### src/rtl/ttt_token_accumulator.sv
// rtl/ttt_token_accumulator.sv - per-neuron good/bad token accumulator with readout sweep
//
// Purpose:
//   Accumulates token events into per-neuron good/bad counters (saturating).
//   Presents each neuron's totals to a processor core during a readout sweep
//   and clears each entry as it is read.
//
// Ports:
//   clock_fast      in   single clock, rising edge
//   reset           in   synchronous, active-high reset
//   in_valid        in   token event offered
//   in_ready        out  event accepted this cycle (high whenever reset is low)
//   in_target       in   destination neuron of the event
//   in_good         in   1 = good tokens, 0 = bad tokens
//   in_amount       in   token count carried by the event
//   sweep_start     in   request one readout sweep (honoured only in IDLE)
//   neuron_id       out  neuron currently presented
//   new_good_tokens out  accumulated good tokens for neuron_id
//   new_bad_tokens  out  accumulated bad tokens for neuron_id
//   hold            out  1 = core must not update, 0 = presented data valid
//   sweep_done      out  one-cycle pulse at sweep completion
//   drop            out  one-cycle pulse when an accepted event is discarded

module ttt_token_accumulator #(
   parameter int NEW_TOKENS_BITS = 8,
   parameter int NUM_PROCESSORS  = 10,
   localparam int ID_BITS = (NUM_PROCESSORS > 1) ? $clog2(NUM_PROCESSORS) : 1
) (
   input  logic                       clock_fast,
   input  logic                       reset,
   input  logic                       in_valid,
   output logic                       in_ready,
   input  logic [ID_BITS-1:0]         in_target,
   input  logic                       in_good,
   input  logic [NEW_TOKENS_BITS-1:0] in_amount,
   input  logic                       sweep_start,
   output logic [ID_BITS-1:0]         neuron_id,
   output logic [NEW_TOKENS_BITS-1:0] new_good_tokens,
   output logic [NEW_TOKENS_BITS-1:0] new_bad_tokens,
   output logic                       hold,
   output logic                       sweep_done,
   output logic                       drop
);

   localparam logic [NEW_TOKENS_BITS-1:0] ZERO    = '0;
   localparam logic [NEW_TOKENS_BITS-1:0] MAX     = '1;
   localparam logic [ID_BITS-1:0]         LAST_ID = ID_BITS'(NUM_PROCESSORS - 1);
   localparam logic [ID_BITS:0]           NUM_EXT = (ID_BITS + 1)'(NUM_PROCESSORS);

   typedef enum logic [1:0] {
      S_IDLE  = 2'd0,
      S_SWEEP = 2'd1,
      S_DONE  = 2'd2
   } state_t;

   state_t state;
   state_t state_nx;

   logic [ID_BITS-1:0]         idx;
   logic [NEW_TOKENS_BITS-1:0] good_acc [NUM_PROCESSORS];
   logic [NEW_TOKENS_BITS-1:0] bad_acc  [NUM_PROCESSORS];
   logic [NEW_TOKENS_BITS-1:0] good_nx  [NUM_PROCESSORS];
   logic [NEW_TOKENS_BITS-1:0] bad_nx   [NUM_PROCESSORS];
   logic [NEW_TOKENS_BITS-1:0] rd_good;
   logic [NEW_TOKENS_BITS-1:0] rd_bad;

   logic accept;
   logic target_ok;
   logic rd_en;
   logic done_en;

   function automatic logic [NEW_TOKENS_BITS-1:0] sat_add(
      input logic [NEW_TOKENS_BITS-1:0] a,
      input logic [NEW_TOKENS_BITS-1:0] b
   );
      logic [NEW_TOKENS_BITS:0] sum;
      sum = {1'b0, a} + {1'b0, b};
      return sum[NEW_TOKENS_BITS] ? MAX : sum[NEW_TOKENS_BITS-1:0];
   endfunction

   // Events are taken unconditionally outside reset; nothing back-pressures.
   assign in_ready  = ~reset;
   assign accept    = in_valid & in_ready;
   assign target_ok = ({1'b0, in_target} < NUM_EXT);

   // ---------------- FSM: state register ----------------
   always_ff @(posedge clock_fast) begin
      if (reset) begin
         state <= S_IDLE;
      end else begin
         state <= state_nx;
      end
   end

   // ---------------- FSM: next state ----------------
   always_comb begin
      state_nx = state;
      case (state)
         S_IDLE:  if (sweep_start) state_nx = S_SWEEP;
         S_SWEEP: if (idx == LAST_ID) state_nx = S_DONE;
         S_DONE:  state_nx = S_IDLE;
         default: state_nx = S_IDLE;
      endcase
   end

   // ---------------- FSM: outputs ----------------
   always_comb begin
      rd_en   = 1'b0;
      done_en = 1'b0;
      case (state)
         S_SWEEP: rd_en   = 1'b1;
         S_DONE:  done_en = 1'b1;
         default: ;
      endcase
   end

   // Sweep index: cleared on sweep entry, advanced once per readout cycle.
   always_ff @(posedge clock_fast) begin
      if (reset) begin
         idx <= '0;
      end else if (state == S_IDLE && sweep_start) begin
         idx <= '0;
      end else if (rd_en) begin
         idx <= (idx == LAST_ID) ? '0 : idx + 1'b1;
      end
   end

   // Readout mux of the pre-event stored value at idx.
   always_comb begin
      rd_good = ZERO;
      rd_bad  = ZERO;
      for (int i = 0; i < NUM_PROCESSORS; i++) begin
         if (idx == ID_BITS'(i)) begin
            rd_good = good_acc[i];
            rd_bad  = bad_acc[i];
         end
      end
   end

   // Next accumulator values. An entry being read is cleared first, then any
   // same-cycle event is added, so a colliding event is not lost.
   always_comb begin
      for (int i = 0; i < NUM_PROCESSORS; i++) begin
         logic clr;
         logic hit;
         clr = rd_en && (idx == ID_BITS'(i));
         hit = accept && target_ok && (in_target == ID_BITS'(i));
         good_nx[i] = sat_add(clr ? ZERO : good_acc[i], (hit &&  in_good) ? in_amount : ZERO);
         bad_nx[i]  = sat_add(clr ? ZERO : bad_acc[i],  (hit && !in_good) ? in_amount : ZERO);
      end
   end

   // Accumulators and registered outputs.
   always_ff @(posedge clock_fast) begin
      if (reset) begin
         for (int i = 0; i < NUM_PROCESSORS; i++) begin
            good_acc[i] <= ZERO;
            bad_acc[i]  <= ZERO;
         end
         neuron_id       <= '0;
         new_good_tokens <= ZERO;
         new_bad_tokens  <= ZERO;
         hold            <= 1'b1;
         sweep_done      <= 1'b0;
         drop            <= 1'b0;
      end else begin
         for (int i = 0; i < NUM_PROCESSORS; i++) begin
            good_acc[i] <= good_nx[i];
            bad_acc[i]  <= bad_nx[i];
         end
         drop       <= accept && !target_ok;
         sweep_done <= done_en;
         if (rd_en) begin
            neuron_id       <= idx;
            new_good_tokens <= rd_good;
            new_bad_tokens  <= rd_bad;
            hold            <= 1'b0;
         end else if (done_en) begin
            hold <= 1'b1;
         end
      end
   end

endmodule

### config.mk
export PLATFORM = sky130hd
export DESIGN_NAME = ttt_token_accumulator
export DESIGN_NICKNAME = d
export VERILOG_FILES = /design/src/rtl/ttt_token_accumulator.sv
export SDC_FILE = /design/constraint.sdc
export NUM_CORES = 1
export LEC_CHECK = 0
export CORE_MARGIN = 2
export CORE_UTILIZATION = 53
export CTS_BUF_LIST = sky130_fd_sc_hd__clkbuf_4
export CTS_CLUSTER_SIZE = 24
export DETAILED_ROUTE_END_ITERATION = 6
export GPL_TIMING_DRIVEN = 1
export HOLD_SLACK_MARGIN = 0.02
export PLACE_DENSITY = 0.7
export SETUP_SLACK_MARGIN = 0.2
export SYNTH_ARGS = -nofsm -noshare
export SYNTH_HDL_FRONTEND = slang
export SYNTH_SLANG_ARGS = --single-unit
### constraint.sdc
create_clock -name clock_fast -period 6.73 [get_ports clock_fast]
set_clock_uncertainty 0.2 [all_clocks]
set_input_delay 1.346 -clock clock_fast [delete_from_list [all_inputs] [get_ports clock_fast]]
set_output_delay 1.346 -clock clock_fast [all_outputs]
set_load 0.005 [all_outputs]
[Word level (Yosys, flattened, before mapping)]
Memory sizes are Yosys's and may differ from the RTL's.
Index checks and enable logic that the tools add are counted.
Storage, ports and cells
  bits in registers: 29
  RAM bits: 160
  output and inout port bits: 24
  word-level logic and storage cells: 238
  memories kept: 2
Cells by class
  add/sub/neg operators: 21
  $lt $le $gt $ge: 1
  equality and inequality tests: 22
  multiplexer cells: 111
  bitwise gates (word level): 22
  reduce and logical (&&, ||, !) cells: 51
Memories
  bad_acc: depth 10, bits a word 8, rd ports 10, clocked after Yosys merged registers in 0, write ports 10, RTL line 61  | logic [NEW_TOKENS_BITS-1:0] bad_acc [NUM_PROCESSORS];
  good_acc: depth 10, bits a word 8, rd ports 10, clocked after Yosys merged registers in 0, write ports 10, RTL line 60  | logic [NEW_TOKENS_BITS-1:0] good_acc [NUM_PROCESSORS];
Operators by type and width (count)
  2-to-1 mux 8 bit: 100
  adder 8 x 8 -> 9 bit: 20
  logical AND 1 bit: 43
  equality test 4 x 3 -> 1 bit (second input constant): 8
  bitwise OR 1 bit: 20
  equality test 4 x 2 -> 1 bit (second input constant): 4
  equality test 4 bit (second input constant): 4
  equality test 4 x 1 -> 1 bit (second input constant): 2
  zero test 4 bit: 2
  2-to-1 mux 1 bit: 7
  adder 4 x 1 -> 4 bit (second input constant): 1
  less-than comparator 4 bit (second input constant): 1
  2-to-1 mux 2 bit: 2
  2-to-1 mux 4 bit: 1
  inequality test 2 bit (second input constant): 2
  case mux 2 bit (2 select lines): 1
  equality test 2 x 1 -> 1 bit (second input constant): 1
  equality test 2 bit (second input constant): 1
  zero test 1 bit: 2
  zero test 2 bit: 1
  AND reduction 2 bit: 1
  nonzero test 2 bit: 1
  OR reduction 2 bit: 1
  AND 1 bit: 1
  inverter 1 bit: 1

[Longest topological paths before layout]
  depth after elaboration: 11
  gate-level depth with buffers: 14

[Worst setup path after synthesis]
No wires, ideal clock.
  kind: input -> register
  start point: input port in_good
  end point: memory bad_acc[4][6]
  library setup time: 156 ps
  arrival time: 3821 ps
  data required time: 6374 ps
  slack: 2553 ps
  stages on the path: 10
  buffers on the path: 1
  cell sequence: clkbuf_1 or3_1 nor2_1 and2_1 ha_1 fa_1 a211oi_1 o21ai_0 a221oi_1 a31oi_1
RTL lines
  start, declared: RTL line 34  | input logic in_good,
  end, declared: RTL line 61

==> impl_metrics.json <==
{
  "gr-usage-all-layers_pct": 27.8,
  "ios": 41,
  "yosys_warnings": 0,
  "final_net_count": 1976,
  "grt_pass1_wl_mm": 67.4,
  "cts_buffers": 17,
  "tightest_slew_ns": 1.13,
  "rsz0062_at_grt": "false",
  "vdd_drop_max_v": 0.0000773,
  "initial_utilization_pct": 53.6,
  "setup_tns_ns": 0,
  "place_hpwl_mm": 29.8,
  "cts_tree": "built",
  "drt_iter0_drc": 1094,
  "grt_pass1_vias": 12800,
  "synthArstFlopShare_pct": 0,
  "cap_violations": 0,
  "htree_num_levels": 4,
  "hp-class": "register to register",
  "clk_latency_ns": 0.60,
  "max_freq_mhz": 190,
  "ctsResizeCount": 0,
  "row_count": 62,
  "synthDistinctLibCells": 52,
  "syn2layout_area_growth_pct": 6.93,
  "worstSetupStartpointType": "register",
  "cts.sinks": 189,
  "critPathMaxFanout": 31,
  "num_vias": 13200,
  "wl_per_cell_um": 19.4,
  "cp.arrival_ns": 5.51,
  "clkTransAtPathRegs_ns": 0.19,
  "power_mw": 2.06,
  "slew_headroom_pct": 24.7,
  "min_period_ns": 5.25,
  "gr-total-overflow": 0,
  "drive_above_1_share_pct": 7.38,
  "postCtsSetupRepairBufs": 0,
  "clock_tree.root_cell": "clkbuf_4",
  "syn_area_per_cell_um2": 8.65,
  "place_congestion": 0.880,
  "power_density_nw_per_um2": 126,
  "die_w_um": 174,
  "cp_top_family": "compound AO/OA/AOI/OAI gates",
  "clk_path_buf_depth": 2,
  "route.detailed.drc": 0,
  "cts_hold_buf": 0,
  "dieArea_um2": 30300,
  "antenna_found_initial": 1,
  "critPathMaxStageDelay_ns": 0.88,
  "endpoint_kind": "register",
  "finalHoldViolCount": 0,
  "layout_worst_path_cycle_share_pct": 78.1,
  "multiInputGateArea_um2": 10900,
  "worstSetupPathType": "register to register",
  "crit_chain": "inv_1 -> ha_2 -> nor2b_1 -> nand3b_1 -> and2_1 -> ha_1 -> fa_1 -> a211oi_1 -> o21ai_0 -> a221oi_1 -> o22ai_1",
  "critPathBufInv": 1,
  "drv_slew": 0,
  "vias_per_cell": 6.08,
  "synth_area_um2": 15300,
  "status": "completed",
  "drt_pre_antenna_iters": 5,
  "grt_max_degree": 79,
  "register_area_um2": 3790,
  "core-area_um2": 28500,
  "die_h_um": 174,
  "slowest_stage": "a221oi_1",
  "ys_seq_area_share_pct": 24.7,
  "drt-total-wl_mm": 42.1,
  "io_buffer_count": 40,
  "ys.flop_type": "dfxtp_1",
  "setup_viol": 0,
  "p_leak_nw": 7.13,
  "synth-seq-cells": 189,
  "antenna_left": 0,
  "reg2reg_slack_ns": 1.48,
  "synth_edf_count": 0,
  "synthesis.nets": 1971,
  "fillers": 2575,
  "critPathRequiredTime_ns": 6.99,
  "synthCells": 1770
}
[cell usage after synthesis, types with 3 or more instances]
cell type	number	area, µm²
a211oi_1	20	150
a21o_1	40	300
a21oi_1	144	721
a221oi_1	34	298
a221oi_2	4	60.1
a31oi_1	41	257
and2_1	256	1600
buf_1	3	11.3
buf_2	14	70.1
clkbuf_1	56	210
dfxtp_1	189	3780
fa_1	20	400
ha_1	164	2050
inv_1	82	308
mux2_2	16	180
mux2i_1	38	380
mux4_2	32	721
nand2_1	45	169
nand3_1	63	315
nor2_1	64	240
nor2b_1	94	588
nor3_1	28	140
nor4_1	15	93.8
o211a_1	15	150
o211ai_1	20	150
o21a_1	26	195
o21ai_0	58	290
o21bai_1	20	150
o22ai_1	36	225
o31ai_1	25	188
or2_2	16	100
xnor2_1	41	359
xor2_1	21	184
[cells by family (layout without fill, tap and decap cells)]
| family | after synthesis | in the layout | synth area share (%) |
|---|---|---|---|
| adder cells (fa/ha/maj) | 184 | 184 | 16.0 |
| AO/OA/AOI/OAI | 488 | 488 | 20.8 |
| XOR/XNOR | 62 | 62 | 3.55 |
| AND/OR/NAND/NOR | 605 | 605 | 22.6 |
| buffers and inverters | 156 | 174 | 3.94 |
| flip-flops | 189 | 189 | 24.7 |
| other | 0 | 1 | 0 |
| multiplexers | 86 | 86 | 8.37 |
[worst paths after layout]
check                                                from                   endpoint  depth (start not counted)
worst min register to register  neuron_id[0]$_SDFFE_PP0P_  neuron_id[0]$_SDFFE_PP0P_                          2
worst max register to register      state[1]$_SDFFE_PP0P_   bad_acc[0][5]$_SDFF_PP0_                         11
worst min-delay path            neuron_id[0]$_SDFFE_PP0P_  neuron_id[0]$_SDFFE_PP0P_                          2
worst max-delay path                state[1]$_SDFFE_PP0P_   bad_acc[0][5]$_SDFF_PP0_                         11
[worst reg2reg max path, delay by kind of cell, from the launching register on]
kind | cells | cell delay (ns)
flip-flops | 1 | 0.36
AO/OA/AOI/OAI | 4 | 1.65
AND/OR/NAND/NOR | 3 | 1.44
adder cells (fa/ha/maj) | 3 | 1.32
buffers and inverters | 1 | 0.12
[report_power, final]
part           switching (mW)  total (mW)  internal, mW
Sequential             0.0167        1.15          1.13
Combinational           0.132       0.204        0.0716
Clock                   0.441       0.711         0.270
Total                   0.590        2.06          1.47
[registers in the layout, indices dropped and copies added (netlist names)]
| signal | count |
|---|---|
| new_good_tokens | 8 |
| new_bad_tokens | 8 |
| neuron_id | 4 |
| sweep_done | 1 |
| drop | 1 |
| good_acc | 80 |
| idx | 4 |
| state | 2 |
| bad_acc | 80 |
| hold | 1 |
[per-stage QoR]
| stage | util, % | instances | setup slack, ns | area, µm² | hold slack, ns |
|---|---|---|---|---|---|
| after floorplan | - | 1770 | 2.55 | 15300 | 0.267 |
| final | 57.3 | 2173 | 1.48 | 16400 | 0.290 |
| after detailed placement | 56.2 | 2140 | 1.27 | 16100 | 0.271 |
| after CTS | 57.3 | 2172 | 1.61 | 16400 | 0.294 |
| after global routing | 57.3 | 2173 | 1.19 | 16400 | 0.327 |
| after global placement | 56.2 | 2140 | 1.36 | 16100 | 0.270 |
[layout by cell type, fill, tap and decap left out, types with 4 or more instances in the layout]
cell	count
a211oi_1	20
nand2_1	45
nor4_1	15
a21o_1	40
clkdlybuf4s50_1	39
inv_1	82
o21a_1	26
mux2i_1	38
nor3_1	27
o211ai_1	20
o21bai_1	20
a221oi_1	34
or2_2	16
a221oi_2	4
nand3_1	63
o21ai_0	58
dfxtp_1	187
and2_1	256
nor2_1	64
mux4_2	32
a31oi_1	41
inv_6	6
nor2b_1	94
ha_1	163
fa_1	20
o31ai_1	25
buf_4	19
xnor2_1	41
o211a_1	15
xor2_1	21
clkbuf_4	18
o22ai_1	36
a21oi_1	144
mux2_2	16
[routing by layer]
layer	routed length, µm	share of wire [%]	track usage, %
met1	19000	45	37.3
met2	19600	47	47.1
met3	2420	5.7	3.39
met4	1060	2.5	8.30
met5	0	0	0
[cell type report]
cell class	instances	share of cell area [%]
Sequential cell	189	23.1
Antenna cell	1	0.0153
Tap cell	384	2.93
Inverter	83	1.90
Timing Repair Buffer	59	3.32
Clock buffer	18	0.825
Clock inverter	14	1.09
Multi-Input combinational cell	1425	66.8
No activity file was read; power rests on OpenSTA's default activity.
